File: src/rtl/mem_access_stage_pkg.sv
// Shared types and constants for the LEGv8 memory-access stage.
// Latency: n/a (types, constants and a helper function only).
// Backpressure: n/a.
package mem_access_stage_pkg;

    // Datapath width of the LEGv8 core.
    localparam int WORD_W = 64;

    typedef enum logic [1:0] {
        IDLE = 2'd0,
        REQ  = 2'd1,
        WAIT = 2'd2,
        DONE = 2'd3
    } mem_state_t;

    // Doubleword accesses must be 8-byte aligned.
    localparam logic [2:0] MEM_ALIGN_MASK = 3'b111;

    function automatic logic addr_misaligned(input logic [2:0] addr_lsb);
        return (addr_lsb & MEM_ALIGN_MASK) != 3'b000;
    endfunction

endpackage

File: src/rtl/mem_access_stage.sv
// MEM stage: resolves branches, runs LDUR/STUR over a req/gnt/rvalid port, registers MEM/WB.
// Latency: non-memory 1 cycle; memory accept+1 (REQ) + gnt wait + rvalid wait + 1 (DONE).
// Backpressure: ex_ready low from accept of an aligned memory op until the cycle after DONE.
// Ports: clk/reset (sync, active high); ex_* execute handshake and operands; pc_src/pc_target
//        branch redirect pulse; dmem_* data-memory handshake; wb_* registered MEM/WB bundle; fault.
module mem_access_stage
    import mem_access_stage_pkg::*;
#(
    parameter int WORD    = WORD_W,
    parameter int TIMEOUT = 16
) (
    input  logic            clk,
    input  logic            reset,
    input  logic            ex_valid,
    output logic            ex_ready,
    input  logic [WORD-1:0] alu_result,
    input  logic            zero,
    input  logic [WORD-1:0] branch_target,
    input  logic [WORD-1:0] read_data2,
    input  logic            mem_read,
    input  logic            mem_write,
    input  logic            branch,
    input  logic            uncond_branch,
    input  logic            reg_write,
    input  logic            mem_to_reg,
    input  logic [4:0]      write_reg,
    output logic            pc_src,
    output logic [WORD-1:0] pc_target,
    output logic            dmem_req,
    output logic            dmem_we,
    output logic [WORD-1:0] dmem_addr,
    output logic [WORD-1:0] dmem_wdata,
    input  logic            dmem_gnt,
    input  logic            dmem_rvalid,
    input  logic [WORD-1:0] dmem_rdata,
    output logic            wb_valid,
    output logic            wb_reg_write,
    output logic            wb_mem_to_reg,
    output logic [4:0]      wb_write_reg,
    output logic [WORD-1:0] wb_alu_result,
    output logic [WORD-1:0] wb_read_data,
    output logic            fault
);

    localparam int CNT_W = $clog2(TIMEOUT + 1);

    mem_state_t       state;
    logic [CNT_W-1:0] wait_cnt;

    logic accept;
    logic is_mem;
    logic misaligned;
    logic take_branch;

    assign ex_ready    = (state == IDLE);
    assign accept      = ex_valid & ex_ready;
    assign is_mem      = mem_read | mem_write;
    assign misaligned  = is_mem & addr_misaligned(alu_result[2:0]);
    assign take_branch = (branch & zero) | uncond_branch;

    always_ff @(posedge clk) begin
        if (reset) begin
            state         <= IDLE;
            wait_cnt      <= '0;
            pc_src        <= 1'b0;
            pc_target     <= '0;
            dmem_req      <= 1'b0;
            dmem_we       <= 1'b0;
            dmem_addr     <= '0;
            dmem_wdata    <= '0;
            wb_valid      <= 1'b0;
            wb_reg_write  <= 1'b0;
            wb_mem_to_reg <= 1'b0;
            wb_write_reg  <= '0;
            wb_alu_result <= '0;
            wb_read_data  <= '0;
            fault         <= 1'b0;
        end else begin
            // Single-cycle pulses default low.
            wb_valid <= 1'b0;
            fault    <= 1'b0;
            pc_src   <= 1'b0;

            case (state)
                IDLE: begin
                    if (accept) begin
                        // The WB bundle is captured at accept and held for the whole
                        // access; only wb_valid marks when it is meaningful.
                        wb_reg_write  <= reg_write;
                        wb_mem_to_reg <= mem_to_reg;
                        wb_write_reg  <= write_reg;
                        wb_alu_result <= alu_result;
                        wb_read_data  <= '0;
                        if (take_branch) begin
                            pc_src    <= 1'b1;
                            pc_target <= branch_target;
                        end
                        if (is_mem && !misaligned) begin
                            state      <= REQ;
                            dmem_req   <= 1'b1;
                            dmem_we    <= mem_write;
                            dmem_addr  <= alu_result;
                            dmem_wdata <= read_data2;
                        end else begin
                            // Non-memory ops and misaligned accesses retire next cycle.
                            wb_valid <= 1'b1;
                            if (misaligned) begin
                                fault        <= 1'b1;
                                wb_reg_write <= 1'b0;
                            end
                        end
                    end
                end

                REQ: begin
                    // Address/data/we stay put until the memory grants.
                    if (dmem_gnt) begin
                        dmem_req <= 1'b0;
                        wait_cnt <= '0;
                        if (dmem_we) begin
                            state    <= DONE;
                            wb_valid <= 1'b1;
                        end else if (dmem_rvalid) begin
                            // Zero-latency memory: data arrives with the grant.
                            wb_read_data <= dmem_rdata;
                            state        <= DONE;
                            wb_valid     <= 1'b1;
                        end else begin
                            state <= WAIT;
                        end
                    end
                end

                WAIT: begin
                    // Data wins over timeout if both happen in the last allowed cycle.
                    if (dmem_rvalid) begin
                        wb_read_data <= dmem_rdata;
                        state        <= DONE;
                        wb_valid     <= 1'b1;
                    end else if (wait_cnt == CNT_W'(TIMEOUT - 1)) begin
                        state        <= DONE;
                        wb_valid     <= 1'b1;
                        fault        <= 1'b1;
                        wb_reg_write <= 1'b0;
                    end else begin
                        wait_cnt <= wait_cnt + 1'b1;
                    end
                end

                DONE: begin
                    state <= IDLE;
                end

                default: begin
                    state <= IDLE;
                end
            endcase
        end
    end

endmodule

File: config.mk
export PLATFORM = sky130hd
export DESIGN_NAME = mem_access_stage
export DESIGN_NICKNAME = d
export VERILOG_FILES = /design/src/rtl/mem_access_stage_pkg.sv /design/src/rtl/mem_access_stage.sv
export SDC_FILE = /design/constraint.sdc
export NUM_CORES = 1
export LEC_CHECK = 0
export CORE_AREA = 2 2 237 239
export CTS_BUF_LIST = sky130_fd_sc_hd__clkbuf_4 sky130_fd_sc_hd__clkbuf_8
export DETAILED_ROUTE_END_ITERATION = 8
export DIE_AREA = 0 0 239 241
export PLACE_DENSITY = 0.48
export REMOVE_ABC_BUFFERS = 1
export SETUP_SLACK_MARGIN = 0.4
export SLEW_MARGIN = 20
export SYNTH_ARGS = -nofsm -noshare
export SYNTH_HDL_FRONTEND = slang
export SYNTH_SLANG_ARGS = --single-unit
File: constraint.sdc
create_clock -name clk -period 2 [get_ports clk]
set_clock_uncertainty 0.05 [all_clocks]
set_input_delay 0.4 -clock clk [delete_from_list [all_inputs] [get_ports clk]]
set_output_delay 0.4 -clock clk [all_outputs]
set_load 0.01 [all_outputs]
==> results of run 1 <==
-- synthesized netlist by cell type (2+ instances only) --
library cell  count  share of area
a311oi_1          2         0.0014
inv_1             6         0.0018
clkbuf_8         16          0.018
a32oi_1           2         0.0014
ha_1              7         0.0072
and3_1            5         0.0026
clkbuf_1         48          0.015
nor3b_1           2         0.0012
a21oi_1         330           0.14
nand2b_1          3         0.0015
o211ai_1          2         0.0012
nor3_1            2        0.00082
or3_1             3         0.0015
buf_2            34          0.014
buf_6             8         0.0074
nand2_1         588           0.18
nor2_1            9         0.0028
o2111ai_1         2         0.0014
buf_4             3         0.0018
o21ai_0           6         0.0025
dfxtp_1         339           0.56
nand3_1          64          0.026
mux2i_1           2         0.0016
xor2_1            2         0.0014
buf_1             4         0.0012
-- report_power, final --
part | internal (mW) | switching (mW) | total, mW
logic | 2.70 | 3.00 | 5.70
registers | 7.33 | 0.292 | 7.62
clock network | 4.27 | 3.09 | 7.36
-- metal layers --
metal / global-route usage / vias up / wire [µm]
met2: 0.286 / 429 / 26800
met4: 0.0563 / 4 / 1250
li1: - / 6293 / -
met5: 0 / - / 22
met1: 0.192 / 5936 / 21900
met3: 0.0641 / 81 / 4230
-- logic make-up after synthesis --
logic type | after synthesis | synth area share
compound gates | 351 | 0.150
simple gates | 683 | 0.223
flops | 339 | 0.556
buf+inv | 121 | 0.0606
mux | 2 | 0.00164
fa+ha+maj | 7 | 0.00718
xor+xnor | 2 | 0.00144
-- stage by stage --
stage               instance area (µm²)  power (mW)  setup slack (ps)
floorplan                         11500        9.55             -6990
global placement                  19300        12.8              -346
detailed placement                19300        12.9              -369
CTS                               20800        20.3              58.5
global route                      21600        21.8             -52.8
finish                            21600        20.7              44.6
-- final cells by class --
type,instances,share of cell area
Clock buffer,106,0.0606
Tap cell,704,0.0408
Multi-Input combinational cell,1047,0.231
Inverter,6,0.00116
Timing Repair Buffer,715,0.341
Sequential cell,339,0.321
Antenna cell,1,0.000116
Clock inverter,9,0.00406
-- path summary, 6_finish.rpt --
check           startpoint               end  slack, ps
min reg2reg  dmem_addr[27]     dmem_addr[27]        400
max reg2reg       state[1]  wb_read_data[33]         40
max               state[1]  wb_read_data[33]         40
min                  reset            pc_src        100
-- what timing repair did --
| action | 4_1_cts | 5_1_grt |
|---|---|---|
| pin swaps | 4 | 74 |
| gates cloned | 0 | 17 |
| resized for setup | 1030 | 81 |
| buffers inserted | 5 | 17 |
| setup endpoints to repair | 670 | 615 |
-- worst max-delay path, stage by stage (launching register included) --
cell       delay [ps]
dfxtp_2           350
inv_4              50
ha_4              160
buf_6             120
nor2b_4           130
a2111oi_4         260
buf_4             200
buf_12            160
clkbuf_16         170
nand3_2            90
a21oi_2           150
==> summary.md, run 1 <==
| Metric | Value |
|---|---|
| Status | finished clean |
| CTS tree | yes |
| Num rows | 86 |
| Htree depth | 3 |
| Area of the multi-input gates | 4990 µm² |
| Finished Layout Cells | 2,927 |
| Mapped Area | 12,200 µm² |
| Post-Route WL | 54,200 µm |
| Die H | 241 µm |
| Largest net degree at the start of global routing | 71 |
| First-pass GRT wire length | 74,200 µm |
| Max VDD drop | 0.627 mV |
| Clk buf depth | 3 |
| Final Hold Vio Count | 0 |
| Post-synth EDFFs | 0 |
| WHS Path Cells | 2 |
| Part of the Yosys area used for sequential elements | 0.556 |
| Slew Limit Fails | 0 |
| IO buf count | 605 |
| I/O pins | 606 |
| Max Cap Viol | 0 |
| Hold_buf cts | 0 |
| Arrival @ worst endpoint | 2470 ps |
| Highest-count cells in the layout ignoring fill and taps | 587 x nand2_1, 308 x a21oi_1, 271 x clkdlybuf4s50_1, 218 x dfxtp_1, 205 x dlygate4sd2_1 |
| Die Wd | 239 µm |
| Total gr overflow | 0 |
| Share of post-route cells with drive strength above 1 | 0.241 |
| Num CTS Buffers | 66 |
| Period utilization | 0.978 |
| TritonCTS sink count | 339 |
| Core area | 54,900 µm² |
| Post-layout util | 0.394 |
| Fmax | 511 MHz |
| Crit Path Max Fanout | 7 |
| Final hold slack | 98.5 ps |
| Drt initial violations | 558 |
| Router iterations before antenna repair | 5 |
| Async SR Flop Fraction | 0 |
| Wirelength per Cell | 18.5 µm |
| GRT Util Overall | 0.167 |
| CP required | 2510 ps |
| Via count | 12,743 |
| Via density | 4.35 |
| Initial Util | 0.222 |
| Final setup viols | 0 |
| Clock transition at path regs | 60 ps |
| Commonest non-fill, non-tap cell in the layout | nand2_1 |
| Mapped Cells | 1,505 |
| Cell area power density | 958 nW/µm² |
| Startpoint Class | flop |
| NumNets Final | 2,455 |
| Kind of critical path | flop to flop |
| Minimum clock period | 1960 ps |
| Worst slew pin tran | 619 ps |
| Clock Latency Late Sink | 620 ps |
| Warnings from Yosys | 0 |
| CP Capture Type | flop |
| Top FF cell, synth | dfxtp_1 |
| Area grow syn2layout | 77.1% |
| Setup TNS | 0 ps |
| Leak | 8.98 nW |
| Cell count of the worst reg-to-reg path | 10 |
| RSZ-0062 raised after global routing | yes |
| Post-detail-place hpwl | 36,400 µm |
| Dpl cells | 2,772 |
| Die ar. | 57,600 µm² |
| Seq. cell area | 6940 µm² |
| Vias in the first global route | 12,556 |
| Root buffer cell | clkbuf_8 |
| Post-DRT Antenna Nets | 0 |
| RD Place Congestion | 0.780 |
| Synth cell types | 41 |
| Max-slew headroom | 0.586 |
| Avg Cell Area, Syn | 8.10 µm² |
| FF+latch count, synth | 339 |
| Drt drc | 0 |
| HP Class | input port to flop |
| # fillers | 5,628 |
| Antenna violations before repair | 3 |
Note: power is estimated with default switching activity, not from simulation.
==> run 2, diff against run 1 <==
CAP_MARGIN = 25   (was not set)
==> results of run 2 <==
Same layout as run 1: the final DEF is identical, and so are final timing and power.
==> run 3, diff against run 2 <==
CTS_BUF_LIST = not set   (was sky130_fd_sc_hd__clkbuf_4 sky130_fd_sc_hd__clkbuf_8)
SLEW_MARGIN = not set   (was 20)
==> run 3 against run 2 <==
- clock power is 4.6% lower
- sequential share of layout area shrank 2.2 points
- combinational power is 21% higher
- count of clock-buffer cells in the layout down 47
- global-route usage up 0.26 points
- first-iteration DRC count decreased by 11%
- register-to-register slack about the same
- critical path depth is the same
- critical path type unchanged
==> summary.md, run 3 (same netlist as run 1, synthesis figures left out) <==
| Metric | Value |
|---|---|
| Status | finished clean |
| Placed Area | 19,300 µm² |
| DP Worst Slack | -369 ps |
| TritonCTS sink count | 339 |
| Via density | 4.40 |
| Root buffer cell | clkbuf_16 |
| Commonest non-fill, non-tap cell in the layout | nand2_1 |
| Die Wd | 239 µm |
| Total gr overflow | 0 |
| Post-detail-place hpwl | 36,400 µm |
| Leak | 11.4 nW |
| Largest net degree at the start of global routing | 71 |
| Arrival @ worst endpoint | 2330 ps |
| Clock Latency Late Sink | 560 ps |
| Hold_buf cts | 0 |
| NumNets Final | 2,456 |
| Max Cap Viol | 0 |
| Final Hold Vio Count | 0 |
| CP required | 2370 ps |
| Post-Route WL | 56,200 µm |
| Post-route cell area | 22,800 µm² |
| Minimum clock period | 1950 ps |
| First-pass GRT wire length | 75,200 µm |
| Met2 wire len | 27,900 µm |
| Metal3 WL | 4380 µm |
| Post-DRT Antenna Nets | 0 |
| IO buf count | 605 |
| Area grow syn2layout | 86.5% |
| Num rows | 86 |
| Vias in the first global route | 12,352 |
| Htree depth | 2 |
| Max VDD drop | 0.643 mV |
| Highest Signal Layer | met5 |
| Startpoint Class | flop |
| Crit Path Max Fanout | 6 |
| Slew Limit Fails | 0 |
| Finished Layout Cells | 2,904 |
| Period utilization | 0.977 |
| Final hold slack | 172 ps |
| Clk buf depth | 3 |
| Core area | 54,900 µm² |
| Die H | 241 µm |
| Power, Total | 21.5 mW |
| I/O pins | 606 |
| HP Class | input port to flop |
| Via count | 12,769 |
| Share of post-route cells with drive strength above 1 | 0.239 |
| Router iterations before antenna repair | 5 |
| Num CTS Buffers | 41 |
| Dpl cells | 2,772 |
| Wl on met1 | 22,600 µm |
| Kind of critical path | flop to flop |
| CTS tree | yes |
| RSZ-0062 raised after global routing | yes |
| Wirelength per Cell | 19.4 µm |
| Cell area power density | 944 nW/µm² |
| Max-slew headroom | 0.575 |
| Antenna violations before repair | 2 |
| Drt initial violations | 495 |
| Worst slew pin tran | 637 ps |
| Fmax | 512 MHz |
| Die ar. | 57,600 µm² |
| RD Place Congestion | 0.780 |
| CP Capture Type | flop |
| GRT Util Overall | 0.170 |
| Drt drc | 0 |
| Highest-count cells in the layout ignoring fill and taps | 503 x nand2_1, 331 x dfxtp_1, 308 x clkdlybuf4s50_1, 246 x a21oi_1, 183 x dlymetal6s2s_1 |
| Setup ws final | 45.8 ps |
| Final setup viols | 0 |
| Initial Util | 0.222 |
| Clock transition at path regs | 60 ps |
## run 3: power breakdown
part           internal, mW  switching, mW
Clock                  4.09           2.93
Sequential             7.29          0.273
Combinational          3.39           3.50
Total                  14.8           6.70
## run 3: metal layers
layer	up-vias	GRT usage
li1	6293	-
met1	5992	0.199
met2	403	0.293
met3	79	0.0610
met4	2	0.0477
met5	-	0
## run 3: layout make-up
cell class | instances | area, µm²
fillers | 5409 | 32100
repair buffers | 742 | 8060
flip-flops and latches | 339 | 6800
multi-input cells | 1046 | 5770
clock buffers | 59 | 1150
well taps | 704 | 881
clock inverters | 7 | 62.6
inverters | 6 | 25.0
diodes | 1 | 2.50
## run 3: path summary, 6_finish.rpt
kind	slack, ps	start	endpoint	cells past startpoint
max	50	state[1]	dmem_wdata[7]	10
min	170	reset	pc_src	2
min reg2reg	400	wb_read_data[50]	wb_read_data[50]	2
max reg2reg	50	state[1]	dmem_wdata[7]	10
## run 3: metrics by stage
step / TNS (ps) / utilization
floorplan: -1168750 / -
global placement: -51040 / 0.352
detailed placement: -56500 / 0.352
CTS: 0 / 0.377
global route: -171 / 0.415
finish: 0 / 0.415
## run 3: worst max-delay path: stages (launching register included)
cell       delay [ps]
dfxtp_2           330
inv_4              80
ha_4              170
buf_6             120
nand2_8            60
or3_4             430
buf_12            160
buf_8             130
clkbuf_16         160
nand2_1            60
a21oi_1            60
## run 3: repair_timing
item | in CTS | in global routing
setup endpoints to repair | 672 | 576
pin swaps | 47 | 126
endpoints found under the hold margin | 0 | 0
setup buffers | 13 | 17
resized for setup | 462 | 462
cloned | 11 | 24
